## config.mk

```make
export PLATFORM = sky130hd
export DESIGN_NAME = chunked_addsub_seq
export DESIGN_NICKNAME = d
export VERILOG_FILES = /design/src/rtl/chunked_addsub_seq.sv
export SDC_FILE = /design/constraint.sdc
export NUM_CORES = 1
export LEC_CHECK = 0
export ABC_AREA = 1
export ABC_CLOCK_PERIOD_IN_PS = 2350
export CAP_MARGIN = 10
export CELL_PAD_IN_SITES_DETAIL_PLACEMENT = 1
export CELL_PAD_IN_SITES_GLOBAL_PLACEMENT = 2
export CORE_MARGIN = 3
export CORE_UTILIZATION = 31
export CTS_CLUSTER_DIAMETER = 80
export DETAILED_ROUTE_END_ITERATION = 8
export GPL_TIMING_DRIVEN = 1
export PLACE_DENSITY = 0.87
export SYNTH_ARGS = -nofsm -noshare
export SYNTH_HDL_FRONTEND = slang
export SYNTH_SLANG_ARGS = --single-unit
```

## constraint.sdc

```tcl
create_clock -name clk -period 2.35 [get_ports clk]
set_input_delay 0.47 -clock clk [delete_from_list [all_inputs] [get_ports clk]]
set_output_delay 0.47 -clock clk [all_outputs]
set_load 0.005 [all_outputs]
```

## src/rtl/chunked_addsub_seq.sv

```systemverilog
// Multi-cycle adder/subtractor: CHUNK bits per cycle with a registered carry,
// valid/ready on both sides, one operation in flight at a time.
module chunked_addsub_seq #(
    parameter int WIDTH = 64,
    parameter int CHUNK = 16
) (
    input  logic             clk,
    input  logic             rst_n,
    input  logic             in_valid,
    output logic             in_ready,
    input  logic [WIDTH-1:0] a,
    input  logic [WIDTH-1:0] b,
    input  logic             cin,
    input  logic             sub,
    output logic             out_valid,
    input  logic             out_ready,
    output logic [WIDTH-1:0] sum,
    output logic             cout,
    output logic             ovf
);

    localparam int NCH  = WIDTH / CHUNK;
    localparam int IDXW = (NCH > 1) ? $clog2(NCH) : 1;
    localparam logic [IDXW-1:0] LAST_IDX = IDXW'(NCH - 1);

    localparam logic [1:0] IDLE = 2'd0;
    localparam logic [1:0] RUN  = 2'd1;
    localparam logic [1:0] DONE = 2'd2;

    if (WIDTH % CHUNK != 0) begin : g_bad_chunk
        $error("chunked_addsub_seq: WIDTH must be a multiple of CHUNK");
    end

    // Handshakes: a transfer happens on any rising edge where valid && ready.
    // in_ready is high only in IDLE, out_valid only in DONE, so ops never overlap.
    logic [1:0]       state;
    logic [WIDTH-1:0] a_q;
    logic [WIDTH-1:0] b_q;
    logic             carry;
    logic [IDXW-1:0]  idx;

    logic [CHUNK:0]   chunk_sum;
    logic             msb_cin;

    assign in_ready  = (state == IDLE);
    assign out_valid = (state == DONE);

    // Operands shift right each RUN cycle so the active chunk is always at the bottom.
    assign chunk_sum = {1'b0, a_q[CHUNK-1:0]} + {1'b0, b_q[CHUNK-1:0]}
                     + {{CHUNK{1'b0}}, carry};
    assign msb_cin   = chunk_sum[CHUNK-1] ^ a_q[CHUNK-1] ^ b_q[CHUNK-1];

    always_ff @(posedge clk or negedge rst_n) begin
        if (!rst_n) begin
            state <= IDLE;
            a_q   <= '0;
            b_q   <= '0;
            carry <= 1'b0;
            idx   <= '0;
            sum   <= '0;
            cout  <= 1'b0;
            ovf   <= 1'b0;
        end else begin
            case (state)
                IDLE: begin
                    if (in_valid) begin
                        a_q   <= a;
                        b_q   <= sub ? ~b : b;
                        carry <= sub ? 1'b1 : cin;
                        idx   <= '0;
                        sum   <= '0;
                        cout  <= 1'b0;
                        ovf   <= 1'b0;
                        state <= RUN;
                    end
                end
                RUN: begin
                    for (int k = 0; k < NCH; k++) begin
                        if (int'(idx) == k) sum[k*CHUNK +: CHUNK] <= chunk_sum[CHUNK-1:0];
                    end
                    carry <= chunk_sum[CHUNK];
                    a_q   <= a_q >> CHUNK;
                    b_q   <= b_q >> CHUNK;
                    if (idx == LAST_IDX) begin
                        cout  <= chunk_sum[CHUNK];
                        ovf   <= chunk_sum[CHUNK] ^ msb_cin;
                        idx   <= '0;
                        state <= DONE;
                    end else begin
                        idx <= idx + 1'b1;
                    end
                end
                DONE: begin
                    if (out_ready) state <= IDLE;
                end
                default: state <= IDLE;
            endcase
        end
    end

endmodule
```

After elaboration in Yosys (flattened, before gate mapping)
Cells that the tools add are included.
{"block": "word_totals", "ff_bits": 199, "latch_bits": 0, "ramBits": 0, "mem_bits_ro": 0, "inputBits": 134, "output_inout_bits": 68, "wordCells": 67, "memories": 0}
{"block": "op_classes", "add_sub_neg": 3, "multipliers": 0, "n_div": 0, "magnitude_cmp": 0, "eq_ne": 13, "shift": 0, "mux": 26, "n_bitwise": 4, "reduce_logical": 10}
{"operator": "one-hot mux 64 bit (2 select lines)", "count": 3}
{"operator": "two-way mux 64 bit", "count": 4}
{"operator": "two-way mux 16 bit", "count": 4}
{"operator": "inverter 64 bit", "count": 1}
{"operator": "AND reduction 3 bit", "count": 6}
{"operator": "adder 16 x 16 -> 17 bit", "count": 1}
{"operator": "adder 17 x 1 -> 17 bit", "count": 1}
{"operator": "inequality test 2 bit, second input constant", "count": 6}
{"operator": "two-way mux 2 bit", "count": 5}
{"operator": "equality test 2 bit, second input constant", "count": 4}
{"operator": "one-hot mux 1 bit (2 select lines)", "count": 3}
{"operator": "one-hot mux 2 bit (3 select lines)", "count": 1}
{"operator": "two-way mux 1 bit", "count": 5}
{"operator": "equality test 2 x 1 -> 1 bit, second input constant", "count": 2}
{"operator": "zero test 2 bit", "count": 2}
{"operator": "one-hot mux 2 bit (2 select lines)", "count": 1}
{"operator": "XOR 1 bit", "count": 3}
{"operator": "adder 2 x 1 -> 2 bit, second input constant", "count": 1}
{"operator": "inequality test 2 x 1 -> 1 bit, second input constant", "count": 1}
{"operator": "AND reduction 2 bit", "count": 1}
{"operator": "nonzero test 2 bit", "count": 1}

Depth between registers and ports, before layout
Gate-level depths: netlist of the first run.
{"block": "depth", "word_depth": 7, "ltp_mapped": 13, "ltp_nobuf": 13}

Worst setup path before layout of the first run
Ideal clock, no wire load.
{"block": "synth_timing", "kind": "register to register", "start": "reg a_q[0]", "end": "reg sum[12]", "setup_ps": 83, "arrival_time_ps": 1859, "required_ps": 2267, "setup_slack_ps": 408, "stages_incl_launch_ff": 14, "path_buffers": 0, "period_less_slack_ps": 1942, "path_cell_list": "dfrtp_1 -> fa_1 -> inv_1 -> fa_1 -> inv_1 -> nand3_1 -> nand2_1 -> nand2_1 -> o211ai_1 -> nand2_1 -> nand2_1 -> nand2_1 -> nand3_1 -> o21ai_0"}
{"block": "synth_via", "elab_chain_len": 4}
{"item": "start: declaration", "line": "37", "source": "logic [WIDTH-1:0] a_q;"}
{"item": "start signal: assignment", "line": "82", "source": "a_q <= a_q >> CHUNK;"}
{"item": "adder 16 x 16 -> 17 bit", "line": "49", "source": "assign chunk_sum = {1'b0, a_q[CHUNK-1:0]} + {1'b0, b_q[CHUNK-1:0]}"}
{"item": "adder 17 x 1 -> 17 bit", "line": "50", "source": "+ {{CHUNK{1'b0}}, carry};"}
{"item": "two-way mux 16 bit", "line": "79", "source": "if (int'(idx) == k) sum[k*CHUNK +: CHUNK] <= chunk_sum[CHUNK-1:0];"}
{"item": "one-hot mux 64 bit (2 select lines)", "line": "64", "source": "case (state)"}
{"item": "end: declaration", "line": "17", "source": "output logic [WIDTH-1:0] sum,"}
Every way passes these cells. The select of a mux whose other input is x is not followed.
A chain may end at the register's enable or synchronous reset.

Worst setup path after layout of the first run
Ends and elaborated chain as after synthesis.

==> impl_results.md, run 1 <==
* Status: finished, final reports clean
* R2R depth at 13
* Vias in the first global route at 8608
* Area leader, netlist: dfrtp_1
* Int Pwr at 0.01072 W
* Reg area at 4980 sq um
* Via count at 8030
* CTS clk-pin slew, worst paths at 0.07 ns
* Final WL at 29660 um
* Gate power share at 0.515
* Syn Std Cell Area at 9495 sq um
* Die Wd at 181.0 um
* Slowest CP cell: dfrtp_1
* Pin count of the biggest net entering global routing at 114
* Slew margin rel. at 0.5711
* H-tree lvl count at 4
* Final setup violation count at 0
* P&R area growth vs syn at 34.06%
* Fin crit share at 0.9271
* Flop pwr share at 0.312
* Inserted Diodes at 0
* Critical Path Most Common Cell: nand2_1
* Clock Latency Late Sink at 0.44 ns
* EDFF count, synth at 0
* Placed cell area at 12030 sq um
* Delay of the slowest critical-path stage at 0.41 ns
* GR Overflow Total at 0
* Max Transition Viols Final at 0
* Crit path required time at 2.71 ns
* Final Skew at 0.01138 ns
* Multi-input gate area at 3939 sq um
* Minimum hold slack at 0.07827 ns
* Core area at 29870 sq um
* # hold bufs at CTS at 0
* Top cells by area, synth: dfrtp_1 (52%), nand2_1 (11%), xnor2_1 (6.1%), o211ai_1 (3.7%), o21ai_0 (3.6%)
* Setup Crit Path Kind: flip-flop to flip-flop
* Num CTS Buffers at 17
* Max Freq at 459.0 MHz
* Most frequent cells in the layout: nand2_1 (270), dfrtp_1 (199), clkdlybuf4s50_1 (199), inv_1 (75)
* Initial Utilization at 0.3178
* P_leak at 5.459 nW
* Reg-to-reg startpoint: a_q[0]
* Post-layout util at 0.4261
* Switching share of power at 0.4279
* First-pass GRT wire length at 47650 um
* Full die area at 32770 sq um
* Critical path endpoint category: flip-flop
* Clock Tree Root: clkbuf_16
* Fraction of registers with async set/reset at 1.000
* Placer Congestion at 0.8109
* Chip height at 181.0 um
* Seq/Total Area, Yosys at 0.5244
* CP Data Arrival Time at 2.54 ns
* CP Launch Type: flip-flop
* Via density at 4.935
* Clock power frac at 0.173
* CTS tree: done
* DRT Pass-1 Iters at 4
* Cells after Synth at 1041
* Synth unique cells at 35
* Final nets at 1379
* Source of the critical timing path: a_q[0]
* R2r setup slk at 0.17 ns
* Buffers on Ports at 201
* Worst hold path type: input pin to asynchronous set/reset pin
* Minimum clock period at 2.179 ns
* GRT Total Usage at 0.1822
* Synth warnings at 0
* Non-filler cells, final at 1627
* Post-route cell area at 12730 sq um
* Worst slew pin tran at 0.6433 ns
* # fillers at 3452
* Clock buffer depth at 2
* Antenna Nets Post-Route at 0
* Pwr/cell area at 1471 nW/um^2
* Commonest non-fill, non-tap cell in the layout: nand2_1
* DP HPWL at 21680 um
* Peak supply drop at 0.0006689 V
* CP max FO at 4
* Avg WL per Cell at 18.23 um
* Initial antenna violation count at 4
* Fin. Hold Viols at 0
* Num ports at 202
* MaxCap Viol Count at 0
* Clock Sinks at 199
* Sw Pwr at 0.008015 W
* Main synth FF type: dfrtp_1
* Initial DRC count at 420
* Synthesized area per cell at 9.121 sq um
* CP endpoint: sum[12]
* Worst r2r dst: sum[12]
* Crit-path cells: fa_2 > inv_1 > fa_2 > inv_1 > nand3_1 > nand2_2 > nand2_1 > o211ai_1 > nand2_1 > nand2_1 > nand2_2 > nand3_4 > o21ai_2
* # DRC at 0
* FP Rows at 63
* Yosys top cell area share at 0.5244
* Placed Instances at 1594
* Share of cells above drive strength 1 at 0.06952
* Syn_nets at 1196
* Yosys reg bits at 199
==> power groups by stage <==
stage / sequential (W) / combinational (W) / clock, W
finish: 0.00584 / 0.00965 / 0.00324
global placement: 0.00583 / 0.00923 / 0
CTS: 0.00587 / 0.00960 / 0.00333
detailed placement: 0.00591 / 0.00951 / 0
global route: 0.00603 / 0.0109 / 0.00347
floorplan: 0.00567 / 0.00599 / 0
==> what timing repair did <==
action,4_1_cts,5_1_grt
buffers inserted,0,1
gates resized for setup,0,14
setup endpoints to repair,0,17
==> registers in the layout (all words and copies together), names as in the netlist <==
signal / count
a_q: 64
b_q: 64
carry: 1
cout: 1
idx: 2
ovf: 1
state: 2
sum: 64
==> synthesized netlist by cell type (19+ instances only) <==
master    number
a221oi_1      33
nand2_1      272
nor3_1        51
buf_2         35
clkbuf_1      20
ha_1          19
xnor2_1       66
o21ai_1       29
a21oi_1       35
dfrtp_1      199
inv_1         75
o211ai_1      47
nand3_1       19
o21ai_0       69
==> through the flow <==
stage	worst slack, ns	power [W]	TNS, ns
global placement	0.1656	0.01507	0
floorplan	0.4079	0.01166	0
finish	0.1713	0.01873	0
global route	-0.01307	0.02039	-0.02189
detailed placement	0.1259	0.01542	0
CTS	0.06008	0.01879	0
==> routing by layer <==
layer / up-vias / global-route usage / part of all wire / wire length [um]
met3: 38 / 0.03825 / 0.043 / 1287
met5: - / 0 / 0.0017 / 50
met4: 8 / 0.04509 / 0.016 / 470
met2: 184 / 0.3170 / 0.49 / 14560
li1: 3840 / - / - / -
met1: 3960 / 0.2323 / 0.45 / 13290
==> logic make-up after synthesis <==
group | share of synthesized area
buffers and inverters | 0.06549
AO/OA/AOI/OAI | 0.1554
flip-flops | 0.5244
AND/OR/NAND/NOR | 0.1646
adder cells (fa/ha/maj) | 0.02925
XOR/XNOR | 0.06088
==> critical path: cells and delay by family, from the launching register on <==
| family | cells | cell delay [ns] |
|---|---|---|
| AOI/OAI and AO/OA | 2 | 0.32 |
| adders and majority gates | 2 | 0.60 |
| and+or+nand+nor | 7 | 0.63 |
| buffers and inverters | 2 | 0.14 |
| DFF | 1 | 0.41 |
==> layout make-up <==
type	count	area share
multi-input combinational	696	0.3094
clock buffer	18	0.03450
tap	390	0.03833
clock inverter	14	0.01651
timing repair buffer	228	0.1859
inverter	82	0.02418
sequential	199	0.3912
==> how the worst min path moves through the flow <==
stage | startpoint | end | slack, ns | depth (start not counted)
floorplan | rst_n | a_q[0] | 0.17 | 0
global placement | sum[46] | sum[46] | 0.46 | 2
detailed placement | b_q[51] | b_q[51] | 0.47 | 2
CTS | rst_n | a_q[53] | 0.09 | 1
global route | rst_n | sum[31] | 0.1 | 1
finish | rst_n | a_q[49] | 0.08 | 1
Power figures use the tool's default switching activity.
==> run 2: changes to the inputs <==
REMOVE_ABC_BUFFERS = 1   (was unset)
==> impl_results.md, run 2 (synthesis gave the netlist of run 1 again) <==
* Status: finished, final reports clean
* Clock Sinks at 199
* First-pass GRT wire length at 44570 um
* FP Rows at 63
* Buffers on Ports at 201
* Pwr/cell area at 1464 nW/um^2
* Share of cells above drive strength 1 at 0.07581
* Fin. Hold Viols at 0
* Crit path required time at 2.67 ns
* Initial antenna violation count at 0
* Peak supply drop at 0.0005930 V
* Avg WL per Cell at 16.95 um
* Hold path cells at 2
* Worst slew pin tran at 0.5686 ns
* Full die area at 32770 sq um
* Die Wd at 181.0 um
* # fillers at 3384
* Clock power frac at 0.167
* Via density at 4.855
* GRT Total Usage at 0.1675
* Num ports at 202
* CP Launch Type: flip-flop
* Num CTS Buffers at 17
* GR Overflow Total at 0
* R2r setup slk at 0.14 ns
* Fin crit share at 0.9410
* DP HPWL at 19850 um
* Final nets at 1385
* Vias in the first global route at 8369
* CTS tree: done
* Worst hold path type: flip-flop to flip-flop
* Gate power share at 0.522
* Regs by FF count: a_q (64), b_q (64), sum (64)
* Int Pwr at 0.01068 W
* Final setup margin at 0.1386 ns
* Post-layout util at 0.4257
* Switching share of power at 0.4261
* Pin count of the biggest net entering global routing at 81
* Core area at 29870 sq um
* GR Util met1 at 0.2369
* Max Freq at 452.2 MHz
* CTS clk-pin slew, worst paths at 0.07 ns
* Final setup violation count at 0
* CP max FO at 4
* Clock buffer depth at 2
* GRT met3 Usage at 0.02557
* M2 GR Usage at 0.2757
* Final WL at 27630 um
* Max Transition Viols Final at 0
* R2R depth at 13
* H-tree lvl count at 4
* Via count at 7913
* Worst r2r dst: ovf
* Minimum clock period at 2.211 ns
* Source of the critical timing path: carry
* Flop pwr share at 0.311
* Critical hold path startpoint: sum[34]
* DRT Pass-1 Iters at 4
* Placer Congestion at 0.7637
* Commonest non-fill, non-tap cell in the layout: nand2_1
* Antenna Nets Post-Route at 0
* Initial Utilization at 0.3178
* Clock Latency Late Sink at 0.43 ns
* Worst Hold Path EP: sum[34]
* Grt peak-use layer: met2
* Most frequent cells in the layout: nand2_1 (269), dfrtp_1 (199), clkdlybuf4s50_1 (199), inv_1 (72), xnor2_1 (66)
* Pre-CTS WS at 0.08468 ns
* Inserted Diodes at 0
* Slew margin rel. at 0.6210
* Initial DRC count at 424
* # DRC at 0
* P_leak at 5.452 nW
* Reg-to-reg startpoint: carry
* Chip height at 181.0 um
* Final Skew at 0.01094 ns
* Critical path endpoint category: flip-flop
* CP Data Arrival Time at 2.53 ns
* Sw Pwr at 0.007932 W
* P&R area growth vs syn at 33.94%
* MaxCap Viol Count at 0
* Setup Crit Path Kind: flip-flop to flip-flop
* Clock Tree Root: clkbuf_16
[run 2: cell types whose count changed in the layout (fill, tap and decap cells not counted), sizes merged]
| cell | previous run | this run |
|---|---|---|
| buf | 28 | 34 |
| clkbuf | 19 | 18 |
| inv | 89 | 85 |
| dlygate4sd3 | 0 | 1 |
| clkinv | 2 | 3 |
[run 2: stage by stage]
step / TNS, ns / hold slack, ns / power [W] / std cells / area [sq um]
after CTS: 0 / 0.4905 / 0.01854 / 1627 / 12630
after floorplan: -98.26 / 0.1744 / 0.01123 / 977 / 9181
final: 0 / 0.4861 / 0.01862 / 1630 / 12720
after global placement: 0 / 0.4048 / 0.01499 / 1597 / 12020
after global routing: -0.01374 / 0.5127 / 0.02029 / 1630 / 12720
after detailed placement: 0 / 0.3994 / 0.01534 / 1597 / 12020
[run 2: worst max path at each step]
stage,depth (start not counted),end
floorplan,6,a_q[0]
global placement,13,sum[28]
detailed placement,13,sum[28]
CTS,13,sum[28]
global route,13,ovf
finish,13,ovf
[run 2: timing repair]
item                       4_1_cts  5_1_grt
hold endpoints to repair        45        0
setup endpoints to repair        0       15
hold buffers                     1        0
resized for setup                0       25
setup buffers                    0        3
[run 2: power groups by stage]
stage | Clock, W | Sequential (W) | Combinational [W]
floorplan | 0 | 0.00567 | 0.00555
global placement | 0 | 0.00580 | 0.00919
detailed placement | 0 | 0.00587 | 0.00948
CTS | 0.00319 | 0.00581 | 0.00954
global route | 0.00335 | 0.00600 | 0.0109
finish | 0.00310 | 0.00579 | 0.00972
[run 2: area by class of cell]
cell class                 instances  area [sq um]  share of cell area
clock inverter                    11         172.7             0.01358
sequential                       199          4980              0.3915
timing repair buffer             234          2377              0.1869
inverter                          82         307.8             0.02420
clock buffer                      18         429.2             0.03374
tap                              390         488.0             0.03837
multi-input combinational        696          3964              0.3117
[run 2: layer usage]
layer,wire length [um],share of wire,vias to the layer above
met2,12780,0.46,162
met1,13730,0.50,3883
met5,0,0,-
met4,205,0.0074,0
li1,-,-,3852
met3,919,0.033,16
[run 2: critical path, stage by stage (launching register included)]
cell,delay [ns]
dfrtp_1,0.42
fa_2,0.41
inv_2,0.08
fa_2,0.22
inv_2,0.05
nand3_2,0.06
nand2_2,0.07
nand2_1,0.08
o211ai_1,0.15
buf_4,0.19
a21oi_4,0.16
nand3_2,0.09
nand3_2,0.08
nand2_1,0.04
==> run 3: changes to the inputs <==
ABC_CLOCK_PERIOD_IN_PS = 2500   (was 2350)
CAP_MARGIN = 15   (was 10)
MAX_ROUTING_LAYER = met4   (was unset)
clock period = 2.5 ns   (was 2.35 ns; I/O delays follow)
==> impl_results.md, run 3 (synthesis gave the netlist of run 1 again) <==
* Full die area at 32770 sq um
* Max Transition Viols Final at 0
* CP Data Arrival Time at 2.62 ns
* Via density at 4.824
* Most frequent cells in the layout: nand2_1 (272), dfrtp_1 (199), clkdlybuf4s50_1 (199), inv_1 (75)
* Max Freq at 441.1 MHz
* DP HPWL at 19700 um
* Status: finished, final reports clean
* Initial Utilization at 0.3178
* Placed cell area at 12000 sq um
* Worst slew pin tran at 0.6651 ns
* Antenna Nets Post-Route at 0
* Commonest non-fill, non-tap cell in the layout: nand2_1
* Int Pwr at 0.009807 W
* Num ports at 202
* CTS clk-pin slew, worst paths at 0.08 ns
* Chip height at 181.0 um
* Via count at 7848
* Clock buffer depth at 2
* Final Skew at 0.01353 ns
* Pin count of the biggest net entering global routing at 64
* Share of cells above drive strength 1 at 0.05987
* Critical Path Most Common Cell: nand2_1
* Regs by FF count: a_q (64), b_q (64), sum (64)
* Clock Tree Root: clkbuf_16
* # DRC at 0
* Avg WL per Cell at 16.84 um
* Clock Latency Late Sink at 0.44 ns
* Worst hold path type: input pin to asynchronous set/reset pin
* Final setup violation count at 0
* Non-filler cells, final at 1627
* CP max FO at 4
* Switching share of power at 0.4277
* DRT Pass-1 Iters at 4
* Setup Crit Path Kind: flip-flop to flip-flop
* Fin crit share at 0.9069
* RSZ-0062 raised after global routing: no
* Slew margin rel. at 0.5566
* Num CTS Buffers at 17
* Crit path required time at 2.86 ns
* Peak supply drop at 0.0007064 V
* Delay of the slowest critical-path stage at 0.44 ns
* Minimum hold slack at 0.0003880 ns
* H-tree lvl count at 4
* Slowest CP cell: fa_1
* CTS tree: done
* GR Overflow Total at 0
* GRT Total Usage at 0.1727
* P&R area growth vs syn at 32.88%
* Buffers on Ports at 201
* Vias in the first global route at 8301
* Initial DRC count at 333
* Post-layout util at 0.4223
* Clock power frac at 0.172
* Initial antenna violation count at 1
* Placed Instances at 1594
* R2R depth at 13
* FP Rows at 63
* First-pass GRT wire length at 44480 um
* Crit-path cells: fa_1 > inv_1 > fa_1 > inv_1 > nand3_1 > nand2_1 > nand2_1 > o211ai_1 > nand2_1 > nand2_1 > nand2_1 > nand3_1 > o21ai_1
* Final WL at 27400 um
* Post-route cell area at 12620 sq um
* Die Wd at 181.0 um
* Sw Pwr at 0.007328 W
* P_leak at 5.410 nW
* Fin. Hold Viols at 0
* Final nets at 1378
* Gate power share at 0.511
* Pwr/cell area at 1358 nW/um^2
* Overall Power at 0.01713 W
* Clock Sinks at 199
* Core area at 29870 sq um
* MaxCap Viol Count at 0
* CP Launch Type: flip-flop
* Minimum clock period at 2.267 ns
* Flop pwr share at 0.317
* Critical path endpoint category: flip-flop
* Placer Congestion at 0.7760
[run 3: worst paths after layout]
path | start | slack [ns] | endpoint
max in group asynchronous | rst_n | 1.77 | sum[51]
min in group clk | sum[27] | 0.49 | sum[27]
min reg2reg | sum[27] | 0.49 | sum[27]
max reg2reg | a_q[0] | 0.23 | sum[28]
min | rst_n | 0.0004 | sum[16]
max | a_q[0] | 0.23 | sum[28]
[run 3: layout make-up]
cell class / count / area (sq um)
Clock inverter: 14 / 190.2
Timing Repair Buffer: 227 / 2322
Sequential cell: 199 / 4980
Antenna cell: 1 / 2.502
Inverter: 82 / 307.8
Clock buffer: 18 / 429.2
Tap cell: 390 / 488.0
Multi-Input combinational cell: 696 / 3897
Fill cell: 3449 / 17260
[run 3: metal layers]
layer | GRT usage | wire length (um)
met3 | 0.02758 | 1132
met1 | 0.2399 | 13570
met2 | 0.2695 | 12460
met5 | - | 0
met4 | 0.03656 | 228
[run 3: what timing repair did]
item | in CTS | in global routing
gates resized for setup | 0 | 3
endpoints found under the setup margin | 0 | 3
buffers inserted | 0 | 0
hold buffers | 0 | 0
[run 3: worst max-delay path, delay by kind of cell, from the launching register on]
family / cells / cell delay (ns)
compound gates: 2 / 0.34
fa+ha+maj: 2 / 0.64
buf+inv: 2 / 0.15
flops: 1 / 0.40
simple gates: 7 / 0.65
[run 3: power groups by stage]
stage	Clock, W	Combinational (W)	Sequential, W
floorplan	0	0.00522	0.00533
global placement	0	0.00860	0.00545
detailed placement	0	0.00884	0.00550
CTS	0.00303	0.00890	0.00545
global route	0.00317	0.00992	0.00562
finish	0.00295	0.00875	0.00543
[run 3: per-stage QoR]
step	worst slack, ns	setup TNS (ns)
after detailed placement	0.2393	0
after global routing	0.006555	0
final	0.2327	0
after CTS	0.2034	0
after floorplan	-0.8625	-71.23
after global placement	0.3212	0
